### src/rtl/axis_uncompress_mlane_pkg.sv
// Shared types and helpers for the multi-lane address uncompressor.
package DataInterfacePkg;

  typedef enum logic {
    ST_IDLE,
    ST_RUN
  } uz_state_t;

  function automatic int unsigned keep_width(input int unsigned asize, input int unsigned lanes);
    return lanes * ((asize + 7) / 8);
  endfunction

endpackage

### src/rtl/axis_uncompress_mlane.sv
// Expands {base_addr, len} commands into beats of LANES consecutive strided addresses.
module axis_uncompress_mlane
  import DataInterfacePkg::*;
#(
  parameter int unsigned ASIZE    = 8,
  parameter int unsigned LSIZE    = 8,
  parameter int unsigned LANES    = 1,
  parameter int unsigned STRIDE   = 1,
  parameter int unsigned LEN_MODE = 0
) (
  input  logic                               axis_zip_aclk,
  input  logic                               axis_zip_aresetn,
  input  logic                               axis_zip_aclken,
  input  logic [ASIZE+LSIZE-1:0]             axis_zip_tdata,
  input  logic                               axis_zip_tvalid,
  output logic                               axis_zip_tready,
  input  logic                               axis_zip_tlast,
  output logic [LANES*ASIZE-1:0]             axis_unzip_tdata,
  output logic                               axis_unzip_tvalid,
  input  logic                               axis_unzip_tready,
  output logic                               axis_unzip_tlast,
  output logic [keep_width(ASIZE,LANES)-1:0] axis_unzip_tkeep,
  output logic                               axis_unzip_tuser,
  output logic                               zero_len_drop
);

  localparam int unsigned KB = (ASIZE + 7) / 8;
  localparam int unsigned KW = keep_width(ASIZE, LANES);
  localparam int unsigned CW = LSIZE + 1;
  localparam logic [ASIZE-1:0] BEAT_STEP = ASIZE'(LANES * STRIDE);

  uz_state_t state, state_nxt;

  logic [ASIZE-1:0]       next_addr;
  logic [CW-1:0]          remaining;
  logic                   cmd_last;
  logic [LANES*ASIZE-1:0] data_q;
  logic [KW-1:0]          keep_q;
  logic                   last_q;

  logic [ASIZE-1:0]       cmd_base;
  logic [LSIZE-1:0]       cmd_len;
  logic [CW-1:0]          cmd_count;
  logic                   last_beat, zip_hs, beat_hs, load_cmd, load_next;
  logic [ASIZE-1:0]       beat_base;
  logic [CW-1:0]          beat_cnt, beat_rem;
  logic                   beat_tlast, beat_last;
  logic [LANES*ASIZE-1:0] beat_data;
  logic [KW-1:0]          beat_keep;

  assign cmd_base  = axis_zip_tdata[ASIZE+LSIZE-1:LSIZE];
  assign cmd_len   = axis_zip_tdata[LSIZE-1:0];
  assign cmd_count = (LEN_MODE == 0) ? CW'(cmd_len) + CW'(1) : CW'(cmd_len);

  assign last_beat = (state == ST_RUN) && (remaining == '0);
  assign zip_hs    = axis_zip_tvalid && axis_zip_tready;
  assign beat_hs   = axis_unzip_tvalid && axis_unzip_tready && axis_zip_aclken;
  assign load_cmd  = zip_hs && (cmd_count != '0);
  assign load_next = beat_hs && !last_beat;

  always_ff @(posedge axis_zip_aclk or negedge axis_zip_aresetn) begin
    if (!axis_zip_aresetn) state <= ST_IDLE;
    else if (axis_zip_aclken) state <= state_nxt;
  end

  always_comb begin
    state_nxt = state;
    case (state)
      ST_IDLE: if (load_cmd) state_nxt = ST_RUN;
      ST_RUN:  if (beat_hs && last_beat && !load_cmd) state_nxt = ST_IDLE;
      default: state_nxt = ST_IDLE;
    endcase
  end

  always_comb begin
    axis_unzip_tvalid = (state == ST_RUN);
    axis_unzip_tuser  = 1'b0;
    axis_zip_tready   = axis_zip_aresetn && axis_zip_aclken &&
                        ((state == ST_IDLE) || (last_beat && axis_unzip_tready));
    zero_len_drop     = zip_hs && (cmd_count == '0) && axis_zip_tlast;
  end

  // A freshly accepted command and a continuing command share one beat builder.
  always_comb begin
    if (load_cmd) begin
      beat_base  = cmd_base;
      beat_cnt   = cmd_count;
      beat_tlast = axis_zip_tlast;
    end else begin
      beat_base  = next_addr;
      beat_cnt   = remaining;
      beat_tlast = cmd_last;
    end
    beat_rem  = (32'(beat_cnt) > LANES) ? beat_cnt - CW'(LANES) : '0;
    beat_last = beat_tlast && (32'(beat_cnt) <= LANES);
  end

  for (genvar k = 0; k < LANES; k++) begin : g_lane
    logic lane_on;
    assign lane_on = 32'(beat_cnt) > 32'(k);
    assign beat_data[k*ASIZE +: ASIZE] = lane_on ? beat_base + ASIZE'(k * STRIDE) : '0;
    assign beat_keep[k*KB +: KB]       = {KB{lane_on}};
  end

  always_ff @(posedge axis_zip_aclk or negedge axis_zip_aresetn) begin
    if (!axis_zip_aresetn) begin
      next_addr <= '0;
      remaining <= '0;
      cmd_last  <= 1'b0;
      data_q    <= '0;
      keep_q    <= '0;
      last_q    <= 1'b0;
    end else if (axis_zip_aclken) begin
      if (load_cmd || load_next) begin
        data_q    <= beat_data;
        keep_q    <= beat_keep;
        last_q    <= beat_last;
        next_addr <= beat_base + BEAT_STEP;
        remaining <= beat_rem;
      end else if (beat_hs) begin
        data_q <= '0;
        keep_q <= '0;
        last_q <= 1'b0;
      end
      if (load_cmd) cmd_last <= axis_zip_tlast;
    end
  end

  assign axis_unzip_tdata = data_q;
  assign axis_unzip_tkeep = keep_q;
  assign axis_unzip_tlast = last_q;

endmodule

### config.mk
export PLATFORM = sky130hd
export DESIGN_NAME = axis_uncompress_mlane
export DESIGN_NICKNAME = d
export VERILOG_FILES = /design/src/rtl/axis_uncompress_mlane_pkg.sv /design/src/rtl/axis_uncompress_mlane.sv
export SDC_FILE = /design/constraint.sdc
export NUM_CORES = 1
export LEC_CHECK = 0
export ABC_AREA = 1
export BUFFER_PORTS_ARGS = -buffer_cell sky130_fd_sc_hd__clkbuf_2
export CORE_MARGIN = 4
export CORE_UTILIZATION = 44
export CTS_BUF_LIST = sky130_fd_sc_hd__clkbuf_4
export DETAILED_ROUTE_END_ITERATION = 16
export GPL_ROUTABILITY_DRIVEN = 1
export PLACE_DENSITY = 0.74
export SLEW_MARGIN = 20
export SYNTH_ARGS = -nofsm -noshare
export SYNTH_HDL_FRONTEND = slang
export SYNTH_SLANG_ARGS = --single-unit
export TNS_END_PERCENT = 30
### constraint.sdc
create_clock -name axis_zip_aclk -period 3.8 [get_ports axis_zip_aclk]
set_input_delay 0.76 -clock axis_zip_aclk [delete_from_list [all_inputs] [get_ports axis_zip_aclk]]
set_output_delay 0.76 -clock axis_zip_aclk [all_outputs]
set_load 0.05 [all_outputs]
== Word-level counts from Yosys, hierarchy flattened ==
Cells that the tools add are included.

* Bits in registers: 29
* Bits of input ports: 22
* Output and inout bits: 14
* Logic and storage cells: 51

* $add $sub $neg: 3
* Magnitude comparators: 3
* Multiplexer cells: 13
* Bitwise logic cells: 1
* Reduce and logical (&&, ||, !) cells: 24

{| class="wikitable"
|+ Operators by type and width
! cell !! number
|-
| 8-bit 2-to-1 mux || 4
|-
| 9-bit by 1-bit greater-than comparator with 1-bit output, second input constant || 2
|-
| 9-bit logical NOT || 2
|-
| 9-bit 2-to-1 mux || 2
|-
| 1-bit logical AND || 14
|-
| 8-bit by 1-bit adder with 9-bit output, second input constant || 1
|-
| 9-bit by 1-bit less-or-equal comparator with 1-bit output, second input constant || 1
|-
| 9-bit nonzero test || 1
|-
| 9-bit by 1-bit subtractor with 9-bit output, second input constant || 1
|-
| 8-bit by 1-bit adder with 8-bit output, second input constant || 1
|-
| 1-bit 2-to-1 mux || 6
|-
| 2-bit AND reduction || 2
|-
| 1-bit logical NOT || 2
|-
| 1-bit logical OR || 2
|-
| 1-bit case mux with 2 select lines || 1
|-
| 2-bit nonzero test || 1
|-
| 1-bit inverter || 1
|}

== Longest topological paths before layout ==
Gate-level depths: netlist of the first run.

* Depth in word-level cells: 11
* Gate-level depth with buffers: 19
* Depth with buffers taken out: 19

== Worst setup path before layout of the first run ==
No wires, ideal clock.

* Path kind: input to output
* Start point: input port axis_zip_tdata[0]
* End point: output port zero_len_drop
* Arrival time: 2.814 ns
* Data required time: 3.040 ns
* Path slack: 0.226 ns
* Cell stages on the path: 9
* Path buffers: 1
* Cell sequence: ha_1 nand3_1 inv_1 nand2_1 nand3_1 nor2_1 nand3_2 buf_2 nor3_1

* Longest elaborated chain between the ends: 4

{| class="wikitable"
|+ Ends and longest elaborated chain
! what !! line !! text
|-
| from (decl) || axis_uncompress_mlane.sv:14 || <nowiki>input logic [ASIZE+LSIZE-1:0] axis_zip_tdata,</nowiki>
|-
| 8-bit by 1-bit adder with 9-bit output || axis_uncompress_mlane.sv:53 || <nowiki>assign cmd_count = (LEN_MODE == 0) ? CW'(cmd_len) + CW'(1) : CW'(cmd_len);</nowiki>
|-
| 9-bit logical NOT || axis_uncompress_mlane.sv:80 || <nowiki>zero_len_drop = zip_hs && (cmd_count == '0) && axis_zip_tlast;</nowiki>
|-
| 1-bit logical AND (2 in a row) || axis_uncompress_mlane.sv:80 ||
|-
| to (decl) || axis_uncompress_mlane.sv:24 || <nowiki>output logic zero_len_drop</nowiki>
|}

Every way passes these cells.

== Worst setup path after layout of the first run ==
Ends and elaborated chain as after synthesis.

==> flow_summary.ini, run 1 <==
[placed_design]
portBuffers = 34
gp_congestion = 0.9163
place_hpwl_um = 3616
pre_cts_slack_ps = 553.7

[power]
p_leak_nw = 1.367
powerDensity_nw_per_um2 = 712.6
max-vdd-ir-drop_mv = 0.2742
power_mw = 1.647

[finish]
nets = 384
layout-area-overhead-vs-synth_pct = 12.14
final_util_pct = 52.00
drive_above_1_share_pct = 15.08
num-fill-cells = 483
antenna_cells = 0

[clock_tree]
cts_buffers = 5
ctsHoldBuffers = 0
post_cts_resized = 0
h-tree-depth = 2
clock_sink_count = 29
cts_tree = yes
clock-root-buffer = clkbuf_4
path_clk_slew_ps = 90
insertion_delay_ps = 320
cts_buffer_depth = 2
post_cts_buffers = 0

[sta]
fmax_mhz = 312.3
setup-violations-final = 0
skew_ps = 3.432
rsz0062_at_grt = no
timing.final.ws_setup_ps = 598.2
max_slew_margin_pct = 57.85
worstMarginPinSlew_ps = 630.0
setup_tns_ps = 0
drv_slew = 0
timing.final.crit_share_pct = 84.26
min_period_ps = 3202
hold_violations = 0

[die]
chipHeight_um = 76.44
core_um2 = 4444
num_io_pins = 36
fp.dieW_um = 76.44
fp.dieArea_um2 = 5842
initial_core_util_pct = 46.37
fp-row-count = 24

[worst_setup_path]
reg2reg_from = remaining[4]$_DFFE_PN0P_
path_delay_family = simple AND/OR/NAND/NOR gates
crit_path_max_incr_delay_ps = 300
end_kind = primary output
worst_ep_required_time_ps = 3040
cpMaxStageDelayCell = clkbuf_2
worstSetupStartpointType = primary input
worst-path-stages = 10
crit_start = axis_zip_tdata[0]
path_cells = clkbuf_2 > ha_1 > nand3_1 > inv_1 > nand2_1 > nand3_1 > nor2_1 > nand3_2 > nor3_1 > clkbuf_2
endpoint = zero_len_drop
critPathBufInv = 3
r2r_end = remaining[0]$_DFFE_PN0P_
path_class = in -> out
arrival_ps = 2440
r2r_slack_ps = 1060
critPathMaxFanout = 13
reg2regPathDepth = 16

[grt]
first_global_vias = 2010
overflow = 0
grt_max_degree = 30
grt_util_met3_pct = 3.428
track_usage_pct = 17.78
top_usage_layer = met2
globalRouteMet2Util_pct = 28.30
antenna_found_initial = 0
grt_use_met1_pct = 24.05
grt_pass1_wl_um = 8687

[route]
ant_nets = 0
drtPass1Iterations = 4
drt_iter0_markers = 150
drc_errors = 0
vias = 2019
avgViaCountPerCell = 4.924
wl_per_cell_um = 11.62
finalWirelength_um = 4764

[logic_synthesis]
synthArstFlopShare_pct = 100.0
synth_cell_type_count = 29
synthesis.nets = 349
syn_avg_cell_area_um2 = 6.380
yosysWarnings = 0
syn_area_um2 = 2061
ys.flop_type = dfrtp_1
synth.top_cell.area_share_pct = 35.22
seq_area_frac_synth_pct = 35.22
syn-instance-count = 323
synth_area_leader_cell = dfrtp_1
synth_area_leaders = dfrtp_1 35%, nand2_1 27%, nand3_1 9.0%
yosys_register_bits = 29
synth_edf_count = 0

[status]
status = finished, final reports clean

[min_path]
hp-class = in -> async

[job]
maxCapViolations = 0
[worst min-delay path by stage]
stage,startpoint,endpoint,slack [ps],cells past startpoint
6_report,axis_zip_aresetn,axis_unzip_tdata[0]$_DFFE_PN0P_,450,2
5_1_grt,axis_zip_aresetn,next_addr[0]$_DFFE_PN0P_,480,2
4_1_cts,axis_zip_aresetn,axis_unzip_tdata[0]$_DFFE_PN0P_,460,2
3_5_place_dp,next_addr[1]$_DFFE_PN0P_,next_addr[1]$_DFFE_PN0P_,460,2
3_3_place_gp,next_addr[1]$_DFFE_PN0P_,next_addr[1]$_DFFE_PN0P_,450,2
2_1_floorplan,next_addr[7]$_DFFE_PN0P_,next_addr[7]$_DFFE_PN0P_,440,2
[layer usage]
metal,up-vias,wire length (um)
met5,-,0
met4,0,70
met3,7,269
met2,44,2105
met1,891,2318
li1,1077,-
[cells in the final DEF (no fill, tap or decap), drive strengths merged]
master  netlist  layout
nand2       152     152
clkbuf        0      40
nand3        38      38
inv          33      33
dfrtp        29      29
nor2         28      28
o21ai        11      11
nand3b        7       7
ha            4       4
nand4         4       4
xnor2         2       2
clkinv        1       2
buf           8       2
nor3          1       1
a21oi         1       1
o21bai        1       1
or2           1       1
xor2          1       1
conb          1       1
[registers in the layout (all words and copies together), names as in the netlist]
signal,count
axis_unzip_tdata,8
axis_unzip_tkeep,1
axis_unzip_tlast,1
axis_unzip_tvalid,1
cmd_last,1
next_addr,8
remaining,9
[final cells by class]
class                   instances  area [um^2]  share of cell area (%)
clock buffers                   6        45.04                   1.949
clock inverters                 1        3.754                  0.1624
inverters                      34        127.6                   5.522
multi-input cells             252         1159                   50.14
flip-flops and latches         29        725.7                   31.40
well taps                      52        65.06                   2.815
repair buffers                 36        185.2                   8.013
[Yosys cell counts (2+ instances only)]
cell and count:
nand2_1 149, nand3_1 37, inv_1 31, dfrtp_1 29, nor2_1 24, nand3b_1 7
o21ai_0 7, ha_1 4, o21ai_1 4, buf_2 3, nand4_1 3, buf_1 2
buf_4 2, inv_2 2, nand2_2 2, nor2_2 2, nor2_4 2, xnor2_1 2
[kinds of logic after synthesis]
| family | synth area share [%] |
|---|---|
| buffers and inverters | 8.561 |
| DFF | 35.22 |
| and+or+nand+nor | 48.88 |
| AOI/OAI and AO/OA | 3.461 |
| adders and majority gates | 2.429 |
| xor gates and xnor gates | 1.275 |
| other | 0.1820 |
[stage by stage]
| step | hold WS, ps | std cells | area (um^2) |
|---|---|---|---|
| after floorplan | 442.1 | 323 | 2061 |
| after global placement | 455.0 | 403 | 2262 |
| after detailed placement | 458.8 | 403 | 2262 |
| after CTS | 459.8 | 410 | 2311 |
| after global routing | 476.0 | 410 | 2311 |
| final | 446.0 | 410 | 2311 |
[where the power goes]
group	internal, mW	total, mW	switching (mW)
sequential	0.438	0.518	0.0795
combinational	0.274	0.950	0.677
clock	0.0741	0.179	0.104
No activity file was read; power rests on OpenSTA's default activity.
==> run 2, diff against run 1 <==
Settings changed: PLACE_DENSITY 0.74 to 0.77.
Clock period 3.8 ns to 2.69 ns, I/O delays scaled along.
==> flow_summary.ini, run 2 (same netlist as run 1, synthesis figures left out) <==
[clock_tree]
path_clk_slew_ps = 110
insertion_delay_ps = 340
cts_buffer_depth = 2
h-tree-depth = 2
cts_tree = yes
clock-root-buffer = clkbuf_4
ctsHoldBuffers = 0
clock_sink_count = 29
cts_buffers = 5

[sta]
worstMarginPinSlew_ps = 518.9
skew_ps = 12.52
timing.final.crit_share_pct = 96.15
fmax_mhz = 386.6
drv_slew = 0
hold_violations = 0
setup_tns_ps = 0
setup-violations-final = 0
max_slew_margin_pct = 65.19
min_period_ps = 2586
whs_ps = 226.9

[grt]
overflow = 0
track_usage_pct = 18.55
antenna_found_initial = 0
top_usage_layer = met2
grt_util_met3_pct = 3.546
grt_pass1_wl_um = 9059
globalRouteMet2Util_pct = 31.72
grt_use_met1_pct = 23.77
first_global_vias = 2102
grt_max_degree = 30

[die]
initial_core_util_pct = 46.37
fp.dieArea_um2 = 5842
core_um2 = 4444
chipHeight_um = 76.44
num_io_pins = 36
fp-row-count = 24
fp.dieW_um = 76.44

[route]
ant_nets = 0
avgViaCountPerCell = 4.926
wl_per_cell_um = 11.70
drt_iter0_markers = 125
drc_errors = 0
vias = 2187
drtPass1Iterations = 5
finalWirelength_um = 5194

[worst_setup_path]
reg2regPathDepth = 13
worst_ep_required_time_ps = 2150
reg2reg_from = remaining[6]$_DFFE_PN0P_
cpMaxStageDelayCell = ha_1
path_common_cell = nand3_2
end_kind = primary output
arrival_ps = 2050
r2r_slack_ps = 320
path_delay_family = simple AND/OR/NAND/NOR gates
r2r_end = next_addr[0]$_DFFE_PN0P_
critPathMaxFanout = 6
worstSetupStartpointType = primary input
path_class = in -> out
critPathBufInv = 4
crit_path_max_incr_delay_ps = 220
path_cells = clkbuf_2 > ha_1 > nand3_2 > inv_1 > nand2_1 > nand3_1 > nor2_1 > nand3_2 > buf_4 > nor3_4 > buf_8

[finish]
mostFrequentLayoutCells = 148 x nand2_1, 36 x nand3_1, 34 x buf_4, 33 x clkbuf_2, 31 x inv_1
nets = 417
stdcell_area_um2 = 2655
drive_above_1_share_pct = 23.98
regMostFlops = remaining
layout-area-overhead-vs-synth_pct = 28.84
final_common_cell = nand2_1
antenna_cells = 0
largest_reg_flops = 9
stdcell_count = 444

[min_path]
hp-class = in -> async

[job]
maxCapViolations = 0

[power]
p_leak_nw = 1.566
max-vdd-ir-drop_mv = 0.4874
powerDensity_nw_per_um2 = 1045
power_mw = 2.774

[placed_design]
gp_congestion = 0.8786
dp_cells = 431
portBuffers = 34
dpl_cell_area_um2 = 2484
place_hpwl_um = 3874

[status]
status = finished, final reports clean
run 2: worst max-delay path by stage:
stage                           start                        to  slack, ps  cells after the start
floorplan           axis_zip_tdata[0]             zero_len_drop        180                      9
global placement    axis_zip_tdata[0]             zero_len_drop         50                     11
detailed placement  axis_zip_tdata[0]  next_addr[6]$_DFFE_PN0P_        -70                     17
CTS                 axis_zip_tdata[0]             zero_len_drop         20                     11
global route        axis_zip_tdata[0]             zero_len_drop         -6                     10
finish              axis_zip_tdata[0]             zero_len_drop        100                     11
run 2: final cells by class:
type / count / area (um^2)
clock buffer: 5 / 37.54
clock inverter: 3 / 65.06
fill: 425 / 1789
inverter: 34 / 127.6
multi-input combinational: 252 / 1187
sequential: 29 / 725.7
tap: 52 / 65.06
timing repair buffer: 69 / 446.7
run 2: metal layers:
metal | up-vias | wire, um | share of wire, %
met4 | 0 | 48 | 0.92
met5 | - | 0 | 0
met1 | 966 | 2292 | 44
met3 | 4 | 345 | 6.6
met2 | 69 | 2508 | 48
li1 | 1148 | - | -
run 2: worst reg2reg max path: cells and delay by family (launching register included):
family,cells,cell delay [ps]
buffers and inverters,2,630
AND/OR/NAND/NOR,10,1100
flip-flops,1,420
AO/OA/AOI/OAI,1,90
run 2: report_power, final:
part           internal, mW  switching, mW
clock                 0.288          0.171
sequential            0.619          0.116
combinational         0.572           1.01
run 2: through the flow:
| step | setup WS [ps] | utilization (%) |
|---|---|---|
| floorplan | 179.2 | - |
| global placement | 50.40 | 55.88 |
| detailed placement | -66.72 | 55.88 |
| CTS | 23.13 | 58.39 |
| global route | -6.055 | 59.74 |
| finish | 103.5 | 59.74 |
run 2: what timing repair did:
| action | CTS | global route |
|---|---|---|
| pin swaps | 0 | 3 |
| setup endpoints to repair | 1 | 4 |
| gates resized for setup | 2 | 7 |
| buffers inserted | 0 | 5 |
